[src/rtl/pipelined_cla_adder.sv]
// Pipelined carry-lookahead adder/subtractor: WIDTH bits split over STAGES register
// slices, 4-bit lookahead groups per slice, valid/ready handshake with full backpressure.
module pipelined_cla_adder #(
  parameter int unsigned WIDTH  = 16,
  parameter int unsigned STAGES = 2
) (
  input  logic             clk,
  input  logic             rst,
  input  logic             in_valid,
  output logic             in_ready,
  input  logic [WIDTH-1:0] a,
  input  logic [WIDTH-1:0] b,
  input  logic             carry_in,
  input  logic             sub,
  output logic             out_valid,
  input  logic             out_ready,
  output logic [WIDTH-1:0] sum,
  output logic             carry_out,
  output logic             overflow
);

  localparam int unsigned SLICE  = WIDTH / STAGES;
  localparam int unsigned GROUPS = SLICE / 4;

  // One slice of lookahead addition; returns {carry_out, sum}.
  function automatic logic [SLICE:0] cla_slice(input logic [SLICE-1:0] x,
                                               input logic [SLICE-1:0] y,
                                               input logic             cin);
    logic [SLICE-1:0]  g;
    logic [SLICE-1:0]  p;
    logic [SLICE-1:0]  c;
    logic [GROUPS:0]   gc;
    logic              grp_g;
    logic              grp_p;
    g     = x & y;
    p     = x ^ y;
    c     = '0;
    gc    = '0;
    gc[0] = cin;
    for (int j = 0; j < int'(GROUPS); j++) begin
      c[4*j]   = gc[j];
      c[4*j+1] = g[4*j] | (p[4*j] & gc[j]);
      c[4*j+2] = g[4*j+1] | (p[4*j+1] & g[4*j]) | (p[4*j+1] & p[4*j] & gc[j]);
      c[4*j+3] = g[4*j+2] | (p[4*j+2] & g[4*j+1]) | (p[4*j+2] & p[4*j+1] & g[4*j])
               | (p[4*j+2] & p[4*j+1] & p[4*j] & gc[j]);
      grp_g    = g[4*j+3] | (p[4*j+3] & g[4*j+2]) | (p[4*j+3] & p[4*j+2] & g[4*j+1])
               | (p[4*j+3] & p[4*j+2] & p[4*j+1] & g[4*j]);
      grp_p    = &p[4*j +: 4];
      gc[j+1]  = grp_g | (grp_p & gc[j]);
    end
    return {gc[GROUPS], p ^ c};
  endfunction

  logic [WIDTH-1:0] b_cond;
  logic             cin_cond;
  logic [STAGES:0]  rdy;

  logic [STAGES-1:0] vld;
  logic [WIDTH-1:0]  st_sum [STAGES];
  logic [WIDTH-1:0]  st_a   [STAGES];
  logic [WIDTH-1:0]  st_b   [STAGES];
  logic [STAGES-1:0] st_c;
  logic [STAGES-1:0] st_msb_c;

  logic [STAGES-1:0] src_vld;
  logic [WIDTH-1:0]  src_sum [STAGES];
  logic [WIDTH-1:0]  src_a   [STAGES];
  logic [WIDTH-1:0]  src_b   [STAGES];
  logic [STAGES-1:0] src_c;

  logic [WIDTH-1:0]  nx_sum [STAGES];
  logic [STAGES-1:0] nx_c;
  logic [STAGES-1:0] nx_msb_c;

  // Subtraction is a + ~b + !borrow.
  always_comb begin : operand_cond
    b_cond   = sub ? ~b : b;
    cin_cond = carry_in ^ sub;
  end

  // Backpressure chain from the consumer towards the producer.
  always_comb begin : ready_chain
    logic r;
    rdy         = '0;
    r           = out_ready;
    rdy[STAGES] = out_ready;
    for (int k = int'(STAGES) - 1; k >= 0; k--) begin
      r      = ~vld[k] | r;
      rdy[k] = r;
    end
  end

  // Stage inputs: stage 0 sees the conditioned operands, stage k sees register k-1.
  always_comb begin : stage_sources
    src_vld[0] = in_valid;
    src_sum[0] = '0;
    src_a[0]   = a;
    src_b[0]   = b_cond;
    src_c[0]   = cin_cond;
    for (int k = 1; k < int'(STAGES); k++) begin
      src_vld[k] = vld[k-1];
      src_sum[k] = st_sum[k-1];
      src_a[k]   = st_a[k-1];
      src_b[k]   = st_b[k-1];
      src_c[k]   = st_c[k-1];
    end
  end

  always_comb begin : slice_datapath
    logic [SLICE:0] res;
    res      = '0;
    nx_c     = '0;
    nx_msb_c = '0;
    for (int k = 0; k < int'(STAGES); k++) begin
      res       = cla_slice(src_a[k][k*SLICE +: SLICE], src_b[k][k*SLICE +: SLICE], src_c[k]);
      nx_sum[k] = src_sum[k];
      nx_sum[k][k*SLICE +: SLICE] = res[SLICE-1:0];
      nx_c[k]   = res[SLICE];
      // Carry into the MSB is only known once the top slice has been added.
      if (k == int'(STAGES) - 1)
        nx_msb_c[k] = src_a[k][WIDTH-1] ^ src_b[k][WIDTH-1] ^ res[SLICE-1];
    end
  end

  always_ff @(posedge clk) begin : stage_regs
    if (rst) begin
      vld      <= '0;
      st_c     <= '0;
      st_msb_c <= '0;
      for (int k = 0; k < int'(STAGES); k++) begin
        st_sum[k] <= '0;
        st_a[k]   <= '0;
        st_b[k]   <= '0;
      end
    end else begin
      for (int k = 0; k < int'(STAGES); k++) begin
        if (rdy[k]) begin
          vld[k]      <= src_vld[k];
          st_sum[k]   <= nx_sum[k];
          st_a[k]     <= src_a[k];
          st_b[k]     <= src_b[k];
          st_c[k]     <= nx_c[k];
          st_msb_c[k] <= nx_msb_c[k];
        end
      end
    end
  end

  assign in_ready  = rdy[0];
  assign out_valid = vld[STAGES-1];
  assign sum       = st_sum[STAGES-1];
  assign carry_out = st_c[STAGES-1];
  assign overflow  = st_msb_c[STAGES-1] ^ st_c[STAGES-1];

endmodule

[config.mk]
export PLATFORM = sky130hd
export DESIGN_NAME = pipelined_cla_adder
export DESIGN_NICKNAME = d
export VERILOG_FILES = /design/src/rtl/pipelined_cla_adder.sv
export SDC_FILE = /design/constraint.sdc
export NUM_CORES = 1
export LEC_CHECK = 0
export CORE_MARGIN = 5
export CORE_UTILIZATION = 55
export DETAILED_ROUTE_END_ITERATION = 10
export DONT_BUFFER_PORTS = 1
export PLACE_DENSITY = 0.7
export SYNTH_ARGS = -nofsm -noshare
export SYNTH_HDL_FRONTEND = slang
export SYNTH_SLANG_ARGS = --single-unit
[constraint.sdc]
create_clock -name clk -period 8.1 [get_ports clk]
set_input_delay 1.62 -clock clk [delete_from_list [all_inputs] [get_ports clk]]
set_output_delay 1.62 -clock clk [all_outputs]
set_load 0.005 [all_outputs]
==> results.toml <==
[worst_setup_path]
worstRegToRegCells = 2
critPathSlowestCell = "nor2b_1"
crit_arrival_ns = 2.43
crit_chain = "nor2b_1 > nand2_1"
rrSetupSlack_ns = 5.61
cpPeakStageDelay_ns = 0.55
crit_family = "simple AND/OR/NAND/NOR gates"
reg2reg_to = "st_b[0][15]"
worstPathRequired_ns = 6.48
rr_startpoint = "vld[1]"
path_buf_inv = 0
cp-end-kind = "output pin"
start_kind = "input port"
criticalPathCategory = "in2out"
crit_fanout = 12

[timing]
post-route-min-period_ns = 4.046
finalSetupTns_ns = 0
rsz0062_at_grt = "false"
min_period_over_period = 0.4995
slew_viol_final = 0
setup_violations = 0
hold_viol = 0
clock_skew_ns = 0.004999
max_freq_mhz = 247.2
slew_headroom = 0.2293
finalWorstSetupSlack_ns = 4.054
hold-worst-slack_ns = 0.4898
tightest_slew_ns = 1.153

[synth]
syn_avg_cell_area_um2 = 11.71
synth_mux_area_frac = 0.01598
yosys.area.top_type = "edfxtp_1"
yosysMostFrequentCell = "edfxtp_1"
synth_top_family_by_area = "simple AND/OR/NAND/NOR gates"
yosys_register_bits = 45
synth-compound-area-share = 0.09735
netlist_instances = 214
ys_top_cells_by_count = "40 x edfxtp_1, 26 x nor2_1, 17 x and2_1"
synth.area.top_cells = "edfxtp_1 48%, ha_1 8.0%, and2_1 4.2%"
synth.distinct_cells = 42
synth_edf_count = 40
ys.flop_type = "edfxtp_1"
yosysTopAreaCellShare = 0.4793
synth-adder-area-share = 0.1118
synthXorXnorAreaFrac = 0.07988
syn_nets = 272
ys_warn_count = 0
synthesis.area_um2 = 2506
yosys.area_share.simple = 0.1463
synth_sequential_area_ratio = 0.5192
ys_async_sr_fraction = 0

[clock_tree]
clock-sinks = 45
cts_max_level = 2
clock-root-buffer = "clkbuf_8"
postCtsSetupBuffers = 0
cts_tree = "yes"
cts_resized = 0
postCtsHoldBufs = 0
clk_latency_ns = 0.29
clkSlewWorstSetupHoldPaths_ns = 0.07
cts_buffer_depth = 2
numCtsBuffers = 5

[die]
fp.dieH_um = 77.50
start_util = 0.5716
fp.dieW_um = 77.50
coreArea_um2 = 4384
fp-row-count = 24
die_area_um2 = 6006
pin_count = 58

[worst_hold_path]
hold_path_depth = 2
hp-start = "st_msb_c[1]"
hold_path_class = "reg2reg"
holdPathEnd = "st_msb_c[1]"

[finish]
utilization = 0.5973
drive_gt1_frac = 0.04651
diodes = 0
area_growth_pct = 4.493
final_nets = 272
layout.cells.non_filler = 267
stdcell_area_um2 = 2619

[status]
status = "completed"

[place]
dp_hpwl_mm = 3.390
dpl_cell_area_um2 = 2539
pre_cts_ws_ns = 4.055
place_congestion = 0.8849
dp_cells = 259
place.port_buffers = 0

[global_routing]
antenna_found_initial = 0
grt_use_total = 0.1560
grt_start_max_net_pins = 27
grt_pass1_vias = 1568
grt-ovfl-total = 0
grt_pass1_wl_mm = 7.396

[routing]
route.met3.wl_um = 267
top_layer = "met4"
vias = 1532
detail_route.first_pass.iterations = 4
drtIter0Drc = 54
wl_per_cell_um = 16.68
wirelength_mm = 4.454
wl_met1_mm = 1.992
wl_met2_mm = 2.104
via_per_inst = 5.738
ant_nets = 0
drcViolationCount = 0

[power_and_ir_drop]
pwr_density_cell_nw_per_um2 = 195.6
power_leakage_nw = 1.125
vdd_drop_max_mv = 0.08078
fin_total_pwr_uw = 512.3

[run]
drv_cap = 0
-- power breakdown --
group	internal, mW	switching [mW]	leakage [nW]
logic	0.0424	0.0470	0.580
registers	0.281	0.0106	0.506
clock network	0.0613	0.0699	0.0395
-- worst register-to-register path: stages (launching register included) --
cell and delay (ns):
dfxtp_1 0.34, nor2b_1 0.60, nand3_1 0.97
-- routing by layer --
metal / up-vias / track usage
met4: 0 / 0.07388
li1: 752 / -
met3: 8 / 0.04282
met5: - / 0
met2: 61 / 0.2525
met1: 711 / 0.1935
-- cells in the final DEF, fill, tap and decap left out, drive strengths merged, types with 6 or more instances in the layout --
cell type / n
nor2: 26
clkbuf: 8
ha: 16
a21o: 6
a21oi: 8
xnor2: 9
and2: 17
edfxtp: 40
inv: 11
xor2: 13
nand2: 7
-- flip-flops by register name (all words and copies together) (netlist names) --
| register | cells |
|---|---|
| st_a | 8 |
| st_msb_c | 1 |
| st_b | 8 |
| vld | 2 |
| st_sum | 24 |
| st_c | 2 |
-- how the worst max path moves through the flow --
stage,startpoint,end,slack [ns],cells past startpoint
after floorplan,sub,st_sum[0][4],4.28,10
after global placement,out_ready,in_ready,4.14,2
final,out_ready,in_ready,4.05,2
after detailed placement,out_ready,in_ready,4.06,2
after CTS,out_ready,in_ready,4.05,2
after global routing,out_ready,in_ready,3.89,2
-- final cells by class --
class	instances	area, um2
flip-flops and latches	45	1301
inverters	11	41.29
well taps	52	65.06
fillers	368	1765
multi-input cells	151	1131
clock buffers	8	80.08
-- logic make-up after synthesis --
family                   Yosys count
AND/OR/NAND/NOR                   72
buffers and inverters             18
multiplexers                       4
XOR/XNOR                          22
AO/OA/AOI/OAI                     33
adder cells (fa/ha/maj)           20
flip-flops                        45
Note: power is estimated with default switching activity, not from simulation.
